File: config.mk
export PLATFORM = sky130hd
export DESIGN_NAME = sync_fifo_param_flat
export DESIGN_NICKNAME = d
export VERILOG_FILES = /design/src/rtl/sync_fifo_param_pkg.sv /design/src/rtl/sync_fifo_param_if.sv /design/src/rtl/ram_dp_param.sv /design/src/rtl/sync_fifo_param.sv /design/src/flat_wrapper.sv
export SDC_FILE = /design/constraint.sdc
export NUM_CORES = 1
export LEC_CHECK = 0
export CAP_MARGIN = 30
export CORE_MARGIN = 5
export CORE_UTILIZATION = 35
export CTS_BUF_LIST = sky130_fd_sc_hd__clkbuf_8
export DETAILED_ROUTE_END_ITERATION = 7
export PLACE_DENSITY = 0.49
export REMOVE_ABC_BUFFERS = 1
export SLEW_MARGIN = 20
export SYNTH_ARGS = -nofsm -noshare
export SYNTH_HDL_FRONTEND = slang
export SYNTH_SLANG_ARGS = --single-unit
File: constraint.sdc
create_clock -name clk -period 5.8 [get_ports clk]
set_input_delay 1.16 -clock clk [delete_from_list [all_inputs] [get_ports clk]]
set_output_delay 1.16 -clock clk [all_outputs]
set_load 0.03 [all_outputs]
File: src/rtl/sync_fifo_param_pkg.sv
// Shared constants and helpers for sync_fifo_param.
// Define SYNC_FIFO_FWFT_EN to build the first-word-fall-through read mode.
package sync_fifo_param_pkg;

   localparam int DEF_DATA_W = 32;
   localparam int DEF_DEPTH  = 8;

`ifdef SYNC_FIFO_FWFT_EN
   localparam bit FWFT_MODE = 1'b1;
`else
   localparam bit FWFT_MODE = 1'b0;
`endif

   function automatic int clog2(input int value);
      int result;
      result = 0;
      for (int v = value - 1; v > 0; v = v >> 1) begin
         result = result + 1;
      end
      return result;
   endfunction

endpackage

File: src/rtl/sync_fifo_param_if.sv
// Handshake, data and status bundle between a FIFO user (master) and the FIFO (slave).
interface sync_fifo_param_if
   import sync_fifo_param_pkg::*;
#(
   parameter int DATA_W = DEF_DATA_W,
   parameter int DEPTH  = DEF_DEPTH
);
   localparam int CNT_W = clog2(DEPTH) + 1;

   logic              clr;
   logic              wr_en;
   logic [DATA_W-1:0] wr_data;
   logic              rd_en;
   logic [DATA_W-1:0] rd_data;
   logic              full;
   logic              almost_full;
   logic              empty;
   logic              almost_empty;
   logic [CNT_W-1:0]  count;
   logic              overflow;
   logic              underflow;

   modport master (
      output clr, wr_en, wr_data, rd_en,
      input  rd_data, full, almost_full, empty, almost_empty, count, overflow, underflow
   );

   modport slave (
      input  clr, wr_en, wr_data, rd_en,
      output rd_data, full, almost_full, empty, almost_empty, count, overflow, underflow
   );

endinterface

File: src/rtl/ram_dp_param.sv
// Simple dual-port RAM: registered write, read either registered (RD_REG=1) or combinational.
module ram_dp_param #(
   parameter int DATA_W = 32,
   parameter int DEPTH  = 8,
   parameter int RD_REG = 1,
   parameter int AW     = $clog2(DEPTH)
) (
   input  logic              clk,
   input  logic              wr_en,
   input  logic [AW-1:0]     wr_addr,
   input  logic [DATA_W-1:0] wr_data,
   input  logic              rd_en,
   input  logic [AW-1:0]     rd_addr,
   output logic [DATA_W-1:0] rd_data
);

   logic [DATA_W-1:0] mem [DEPTH];

   always_ff @(posedge clk) begin
      if (wr_en) begin
         mem[wr_addr] <= wr_data;
      end
   end

   generate
      if (RD_REG != 0) begin : g_rd_reg
         always_ff @(posedge clk) begin
            if (rd_en) begin
               rd_data <= mem[rd_addr];
            end
         end
      end else begin : g_rd_comb
         assign rd_data = mem[rd_addr];
      end
   endgenerate

endmodule

File: src/rtl/sync_fifo_param.sv
// Parametrised synchronous FIFO with occupancy count, flush and sticky error flags.
// Define SYNC_FIFO_FWFT_EN for first-word-fall-through reads; default is 1-cycle registered read.
module sync_fifo_param
   import sync_fifo_param_pkg::*;
#(
   parameter int DATA_W     = DEF_DATA_W,
   parameter int DEPTH      = DEF_DEPTH,
   parameter int AFULL_LVL  = DEPTH - 2,
   parameter int AEMPTY_LVL = 1
) (
   input  logic              clk,
   input  logic              rst_n,
   sync_fifo_param_if.slave  bus
);

   localparam int AW    = clog2(DEPTH);
   localparam int CNT_W = AW + 1;
   localparam int PTR_W = AW + 1;

   logic [PTR_W-1:0]  wr_ptr_q, wr_ptr_d;
   logic [PTR_W-1:0]  rd_ptr_q, rd_ptr_d;
   logic [CNT_W-1:0]  count_q, count_d;
   logic              overflow_q, overflow_d;
   logic              underflow_q, underflow_d;
   logic              full, empty, wen, ren;
   logic              ram_wen, ram_ren;
   logic [DATA_W-1:0] ram_rd_data;

   assign full  = (count_q == CNT_W'(DEPTH));
   assign empty = (count_q == '0);
   assign wen   = bus.wr_en & ~full;
   assign ren   = bus.rd_en & ~empty;

   // A flush wins over both ports, so the RAM must not see the request either.
   assign ram_wen = wen & ~bus.clr;
   assign ram_ren = ren & ~bus.clr;

   always_comb begin
      wr_ptr_d    = wr_ptr_q;
      rd_ptr_d    = rd_ptr_q;
      count_d     = count_q;
      overflow_d  = overflow_q;
      underflow_d = underflow_q;
      if (bus.clr) begin
         wr_ptr_d    = '0;
         rd_ptr_d    = '0;
         count_d     = '0;
         overflow_d  = 1'b0;
         underflow_d = 1'b0;
      end else begin
         if (wen) wr_ptr_d = wr_ptr_q + PTR_W'(1);
         if (ren) rd_ptr_d = rd_ptr_q + PTR_W'(1);
         count_d     = count_q + CNT_W'(wen) - CNT_W'(ren);
         overflow_d  = overflow_q | (bus.wr_en & full);
         underflow_d = underflow_q | (bus.rd_en & empty);
      end
   end

   always_ff @(posedge clk or negedge rst_n) begin
      if (!rst_n) begin
         wr_ptr_q    <= '0;
         rd_ptr_q    <= '0;
         count_q     <= '0;
         overflow_q  <= 1'b0;
         underflow_q <= 1'b0;
      end else begin
         wr_ptr_q    <= wr_ptr_d;
         rd_ptr_q    <= rd_ptr_d;
         count_q     <= count_d;
         overflow_q  <= overflow_d;
         underflow_q <= underflow_d;
      end
   end

   ram_dp_param #(
      .DATA_W (DATA_W),
      .DEPTH  (DEPTH),
      .RD_REG (FWFT_MODE ? 0 : 1),
      .AW     (AW)
   ) u_ram (
      .clk     (clk),
      .wr_en   (ram_wen),
      .wr_addr (wr_ptr_q[AW-1:0]),
      .wr_data (bus.wr_data),
      .rd_en   (ram_ren),
      .rd_addr (rd_ptr_q[AW-1:0]),
      .rd_data (ram_rd_data)
   );

`ifdef SYNC_FIFO_FWFT_EN
   assign bus.rd_data = empty ? '0 : ram_rd_data;
`else
   logic rd_seen_q, rd_seen_d;

   // The RAM read register has no reset, so rd_data reads 0 until the first real pop.
   assign rd_seen_d = rd_seen_q | ram_ren;

   always_ff @(posedge clk or negedge rst_n) begin
      if (!rst_n) begin
         rd_seen_q <= 1'b0;
      end else begin
         rd_seen_q <= rd_seen_d;
      end
   end

   assign bus.rd_data = rd_seen_q ? ram_rd_data : '0;
`endif

   assign bus.full         = full;
   assign bus.empty        = empty;
   assign bus.almost_full  = (int'(count_q) >= AFULL_LVL);
   assign bus.almost_empty = (int'(count_q) <= AEMPTY_LVL);
   assign bus.count        = count_q;
   assign bus.overflow     = overflow_q;
   assign bus.underflow    = underflow_q;

endmodule

File: src/flat_wrapper.sv
// flat-port wrapper written by rule: the top's interface ports become plain ports
module sync_fifo_param_flat import sync_fifo_param_pkg::*;
#(
   parameter int DATA_W     = DEF_DATA_W,
   parameter int DEPTH      = DEF_DEPTH,
   parameter int AFULL_LVL  = DEPTH - 2,
   parameter int AEMPTY_LVL = 1
)
  (clk, rst_n, bus_clr, bus_wr_en, bus_wr_data, bus_rd_en, bus_rd_data, bus_full, bus_almost_full, bus_empty, bus_almost_empty, bus_count, bus_overflow, bus_underflow);
  sync_fifo_param_if #(.DATA_W(DATA_W), .DEPTH(DEPTH)) bus_i ();
  input  logic clk;
  input  logic rst_n;
  input wire logic [$bits(bus_i.clr)-1:0] bus_clr;
  input wire logic [$bits(bus_i.wr_en)-1:0] bus_wr_en;
  input wire logic [$bits(bus_i.wr_data)-1:0] bus_wr_data;
  input wire logic [$bits(bus_i.rd_en)-1:0] bus_rd_en;
  output wire logic [$bits(bus_i.rd_data)-1:0] bus_rd_data;
  output wire logic [$bits(bus_i.full)-1:0] bus_full;
  output wire logic [$bits(bus_i.almost_full)-1:0] bus_almost_full;
  output wire logic [$bits(bus_i.empty)-1:0] bus_empty;
  output wire logic [$bits(bus_i.almost_empty)-1:0] bus_almost_empty;
  output wire logic [$bits(bus_i.count)-1:0] bus_count;
  output wire logic [$bits(bus_i.overflow)-1:0] bus_overflow;
  output wire logic [$bits(bus_i.underflow)-1:0] bus_underflow;
  assign bus_i.clr = bus_clr;
  assign bus_i.wr_en = bus_wr_en;
  assign bus_i.wr_data = bus_wr_data;
  assign bus_i.rd_en = bus_rd_en;
  assign bus_rd_data = bus_i.rd_data;
  assign bus_full = bus_i.full;
  assign bus_almost_full = bus_i.almost_full;
  assign bus_empty = bus_i.empty;
  assign bus_almost_empty = bus_i.almost_empty;
  assign bus_count = bus_i.count;
  assign bus_overflow = bus_i.overflow;
  assign bus_underflow = bus_i.underflow;
  sync_fifo_param #(.DATA_W(DATA_W), .DEPTH(DEPTH), .AFULL_LVL(AFULL_LVL), .AEMPTY_LVL(AEMPTY_LVL)) u_core (.clk(clk), .rst_n(rst_n), .bus(bus_i));
endmodule
# After elaboration in Yosys (flattened, before gate mapping)
# Memory sizes are Yosys's and may differ from the RTL's. A register that Yosys moved wholly into a read port is not among the register bits.
# Cells that the tools add are included.
# totals
input_bits,37
elab_cells,39
ramBits,256
n_memories,1
ff_bits,15
output_inout_bits,42
# mem_list
name,depth,width,rd,rd_ports_with_merged_regs,wr,line_no,rtl
u_core.u_ram.mem,8,32,1,1,1,ram_dp_param.sv:17,logic [DATA_W-1:0] mem [DEPTH];
# classes
mux,10
add_sub_neg,4
bitwise_logic,12
n_reduce_logical,3
n_lt_le_gt_ge,2
n_eq_ne,1
# ops
cell,n
32-bit 2-to-1 mux,1
4-bit 2-to-1 mux,5
4-bit by 1-bit adder with 4-bit output (second input constant),2
1-bit bitwise AND,6
4-bit by 1-bit adder with 4-bit output,1
4-bit == test (second input constant),1
4-bit by 3-bit >= comparator with 1-bit output (second input constant),1
4-bit by 1-bit less-or-equal comparator with 1-bit output (second input constant),1
4-bit zero test,1
1-bit 2-to-1 mux,4
2-bit nonzero test,2
4-bit by 1-bit subtractor with 4-bit output,1
1-bit NOT,3
1-bit bitwise OR,3

# Logic depth before layout (Yosys ltp)
# depth
word_depth,6
mapped_depth,9
ltp_nobuf,9

# Cells and area by module
# Synthesis repeated with hierarchy kept, for this count alone.
# unflattened
hier_cells,527
area_unflattened_um2,11798.8
# by_module_without_submodules
module,instances,seq_area_each_um2,cells_each,area_per_inst_um2
ram_dp_param,1,8648.3,415,10786.6
sync_fifo_param,1,325.3,112,1012.2

# Worst setup path before layout
# Ideal clock, no wire load.
# synth_path
path_kind,input -> register
start,in bus_clr
end,mem u_core.u_ram.mem[0][0] (enable)
t_arrival_ns,4.131
required_ns,5.339
stages,3
n_path_buf,1
setup_time_ns,0.461
slack_ns,1.207
path_cell_list,clkbuf_1 > or4b_1 > nor3_1
# synth_between
elab_chain_len,4
# synth_rtl
element,line_no,rtl
from (decl),flat_wrapper.sv:13,input wire logic [$bits(bus_i.clr)-1:0] bus_clr;
1-bit NOT,sync_fifo_param.sv:35,assign ram_wen = wen & ~bus.clr;
1-bit bitwise AND,sync_fifo_param.sv:35,
1-bit 2-to-1 mux,ram_dp_param.sv:20,if (wr_en) begin
1-bit 2-to-1 mux (implied by the code),ram_dp_param.sv:21,mem[wr_addr] <= wr_data;
to (decl),ram_dp_param.sv:17,
# Every way passes these cells.

# Worst setup path in the final report
# layout_path
start,reg u_core.rd_seen_q
end,out bus_rd_data[13]
# layout_between
elab_chain_len,1
# layout_rtl
element,line_no,rtl
from (decl),sync_fifo_param.sv:93,"logic rd_seen_q, rd_seen_d;"
from (signal assigned),sync_fifo_param.sv:102,rd_seen_q <= rd_seen_d;
32-bit 2-to-1 mux,sync_fifo_param.sv:106,assign bus.rd_data = rd_seen_q ? ram_rd_data : '0;
to (decl),flat_wrapper.sv:17,output wire logic [$bits(bus_i.rd_data)-1:0] bus_rd_data;
# Every way passes these cells.

==> flow_summary_export.csv <==
group,metric,value,unit
grt,overflow,0,
setup_path,arrival,2560,ps
power,p_clk_share,30.4,%
sta,max_slew_margin,50.2,%
sta,rsz0062_at_grt,"no",
setup_path,cp.required,4640,ps
cts,postCtsSetupRepairBufs,0,
power,switching_power,1.42,mW
power,vdd_drop_max,0.000202,V
logic_synthesis,synth_ff_type,"edfxtp_1",
setup_path,cp-end-kind,"output pin",
logic_synthesis,synth_edf_count,288,
sta,post-route-period-util,64.1,%
cts,cts.sinks,301,
logic_synthesis,ys_seq_area_share,77.4,%
cts,post_cts.resized_instances,0,
setup_path,reg2reg_setup_slack,3050,ps
power,seqPwrFrac,49.4,%
sta,setup_violations,0,
setup_path,crit_type,"reg -> out",
floorplanning,die_x,192,um
routing,vias,5298,
min_path,hp-class,"reg -> reg",
sta,hold_viol,0,
setup_path,slowest_stage,"dfrtp_1",
logic_synthesis,synth_seq_cells,301,
setup_path,crit_path_cell_trace,"buf_4, and2_1, clkdlybuf4s50_1",
flow_run,maxCapViolCount,0,
floorplanning,std_cell_rows,66,
power,power_density,377,nW/um^2
min_path,min_path_cells,2,
cells_and_area,final_area,14000,sq um
logic_synthesis,yosysWarnings,0,
cts,clk_latency,560,ps
routing,via_per_inst,4.69,
cts,htreeDepth,2,
setup_path,reg2regPathDepth,6,
min_path,min_from,"u_core.bus.overflow",
sta,clock_skew,15.9,ps
sta,period_needed,3720,ps
cells_and_area,ff_latch_area,8980,sq um
sta,timing.hold.ws,511,ps
logic_synthesis,avgSynthCellArea,22.1,sq um
routing,drc,0,
floorplanning,start_util,35.6,%
logic_synthesis,synthArstFlopShare,4.32,%
logic_synthesis,synth_area_leaders,"edfxtp_1, mux4_2, mux2_2",
placed_design,place_inst,1036,
setup_path,critical-path-max-stage-delay,750,ps
status,status,"completed",
grt,grt_pass1_vias,5935,
grt,grt.total_usage,12.7,%
sta,tns,0,ps
setup_path,cp_top_family,"buffers and inverters",
floorplanning,die_h,192,um
setup_path,startpoint_type,"register",
cells_and_area,fin_nets,695,
cts,cts_tree,"built",
cells_and_area,fillCellCount,2815,
cells_and_area,drive_gt1_share,27.6,%
floorplanning,ioPinCount,79,
cts,cts_buffers,50,
power,intPower,3.88,mW
grt,grt_antenna_before_repair,1,
setup_path,reg2reg_to,"u_core.u_ram.mem[6][2]",
cells_and_area,syn_to_final_growth,21.1,%
cells_and_area,fin_cells,1129,
placed_design,io_buffers,78,
floorplanning,die_area,36900,sq um
cts,ctsHoldBuffers,0,
logic_synthesis,synthesis.area,11600,sq um
min_path,hold_end,"u_core.bus.overflow",
cts,clockBufferDepth,3,
cells_and_area,multiInputGateArea,2550,sq um
placed_design,gp_congestion,0.692,
logic_synthesis,synth_cell_types,29,
routing,drt_iter0_drc,244,
routing,firstDrtPassIters,5,
logic_synthesis,synthCells,524,
placed_design,place_hpwl,14.0,mm
grt,grt_max_degree,44,
power,p_leak,4.44,nW
power,comb_power_share,20.2,%
floorplanning,coreArea,32600,sq um
setup_path,cp_num_buf_inv,2,
routing,ant_nets,0,
cts,cts_root_buf,"clkbuf_8",
sta,fmax,0.269,GHz
logic_synthesis,synth.top_cell.area_share,74.6,%
power,power,5.29,mW
setup_path,cp_max_fo,17,
routing,drt_wl_total,23.1,mm
power,p_sw_share,26.8,%
sta,report.final.slew_viol_count,0,
placed_design,dpl-instance-area,13100,sq um
sta,tightestPinTransition,746,ps
setup_path,timing.rr.start,"u_core.bus.count[2]",
grt,grt_first_pass_wirelength,35.2,mm
cts,path_clk_slew,60,ps
logic_synthesis,yosysTopAreaCell,"edfxtp_1",
routing,drt-wirelength-per-cell,20.5,um
==> kinds of logic after synthesis <==
kind of cell / Yosys count / share of synthesized area [%]
DFF: 301 / 77.4
muxes: 100 / 15.9
and+or+nand+nor: 73 / 3.70
buffers and inverters: 26 / 1.20
AOI/OAI and AO/OA: 13 / 0.615
adders and majority gates: 10 / 1.14
xor gates and xnor gates: 1 / 0.0755
==> final cells by class <==
| type | instances | area share (%) |
|---|---|---|
| flip-flops and latches | 301 | 64.0 |
| multi-input cells | 197 | 18.1 |
| repair buffers | 95 | 7.70 |
| clock buffers | 50 | 4.90 |
| well taps | 442 | 3.94 |
| clock inverters | 40 | 1.25 |
| inverters | 3 | 0.0802 |
| diodes | 1 | 0.0178 |
==> how the worst max path moves through the flow <==
stage	from	endpoint	depth (start not counted)
after global routing	u_core.rd_seen_q	bus_rd_data[26]	3
final	u_core.rd_seen_q	bus_rd_data[13]	3
after CTS	u_core.rd_seen_q	bus_rd_data[13]	3
after detailed placement	bus_clr	u_core.u_ram.mem[6][26]	5
after floorplan	bus_clr	u_core.u_ram.mem[0][0]	2
after global placement	bus_clr	u_core.u_ram.mem[4][26]	4
==> worst register-to-register path, delay by kind of cell (launching register included) <==
kind	cells	cell delay [ps]
flip-flops	1	370
buffers and inverters	2	350
AND/OR/NAND/NOR	3	1500
adder cells (fa/ha/maj)	1	210
==> cells in the final DEF (no fill, tap or decap), drive strengths merged <==
cell / n
mux2i: 3
o21ai: 3
clkdlybuf4s50: 78
and2: 32
nand2: 5
or4b: 1
nor2: 12
buf: 17
edfxtp: 288
nor3b: 2
diode: 1
dfrtp: 13
xnor2: 1
ha: 9
mux4: 64
inv: 18
o21bai: 1
nor2b: 5
nor3: 2
nand2b: 10
nand3: 1
a31o: 1
clkinvlp: 3
clkinv: 22
fa: 1
or3: 2
or3b: 1
clkbuf: 50
a21oi: 8
mux2: 33
==> routing by layer <==
| metal | global-route usage, % | share of wire, % |
|---|---|---|
| met1 | 16.4 | 44 |
| met2 | 21.5 | 50 |
| met3 | 3.16 | 4.2 |
| met4 | 3.43 | 1.5 |
| met5 | 0 | 0 |
==> synth_stat cells (5+ instances only) <==
master and number:
a21oi_1 8, nand2b_1 10, ha_1 9, edfxtp_1 288
mux2_2 32, dfrtp_1 13, nor2_1 12, mux4_2 64
nand2_1 5, clkbuf_1 13, buf_6 5, and2_1 32
nor2b_1 5
==> per-stage QoR <==
step                      util, %  worst slack (ps)
after floorplan                 -              1360
after global placement       39.7              1930
after detailed placement     40.2              2080
after CTS                    42.9              1940
after global routing         43.0              1890
final                        43.0              2080
==> state kept, by name, indices dropped and copies added (netlist names) <==
name / count
u_core.bus.underflow: 1
u_core.u_ram.mem: 256
u_core.wr_ptr_q: 3
u_core.rd_seen_q: 1
u_core.u_ram.rd_data: 32
u_core.rd_ptr_q: 3
u_core.bus.count: 4
u_core.bus.overflow: 1
==> power groups by stage <==
stage | registers [mW] | clock network (mW) | logic [mW]
3_5_place_dp | 2.70 | 0 | 1.05
2_1_floorplan | 2.72 | 0 | 0.644
3_3_place_gp | 2.73 | 0 | 1.00
6_report | 2.61 | 1.61 | 1.07
5_1_grt | 2.63 | 1.78 | 1.16
4_1_cts | 2.66 | 1.67 | 1.05
Power figures use the tool's default switching activity.
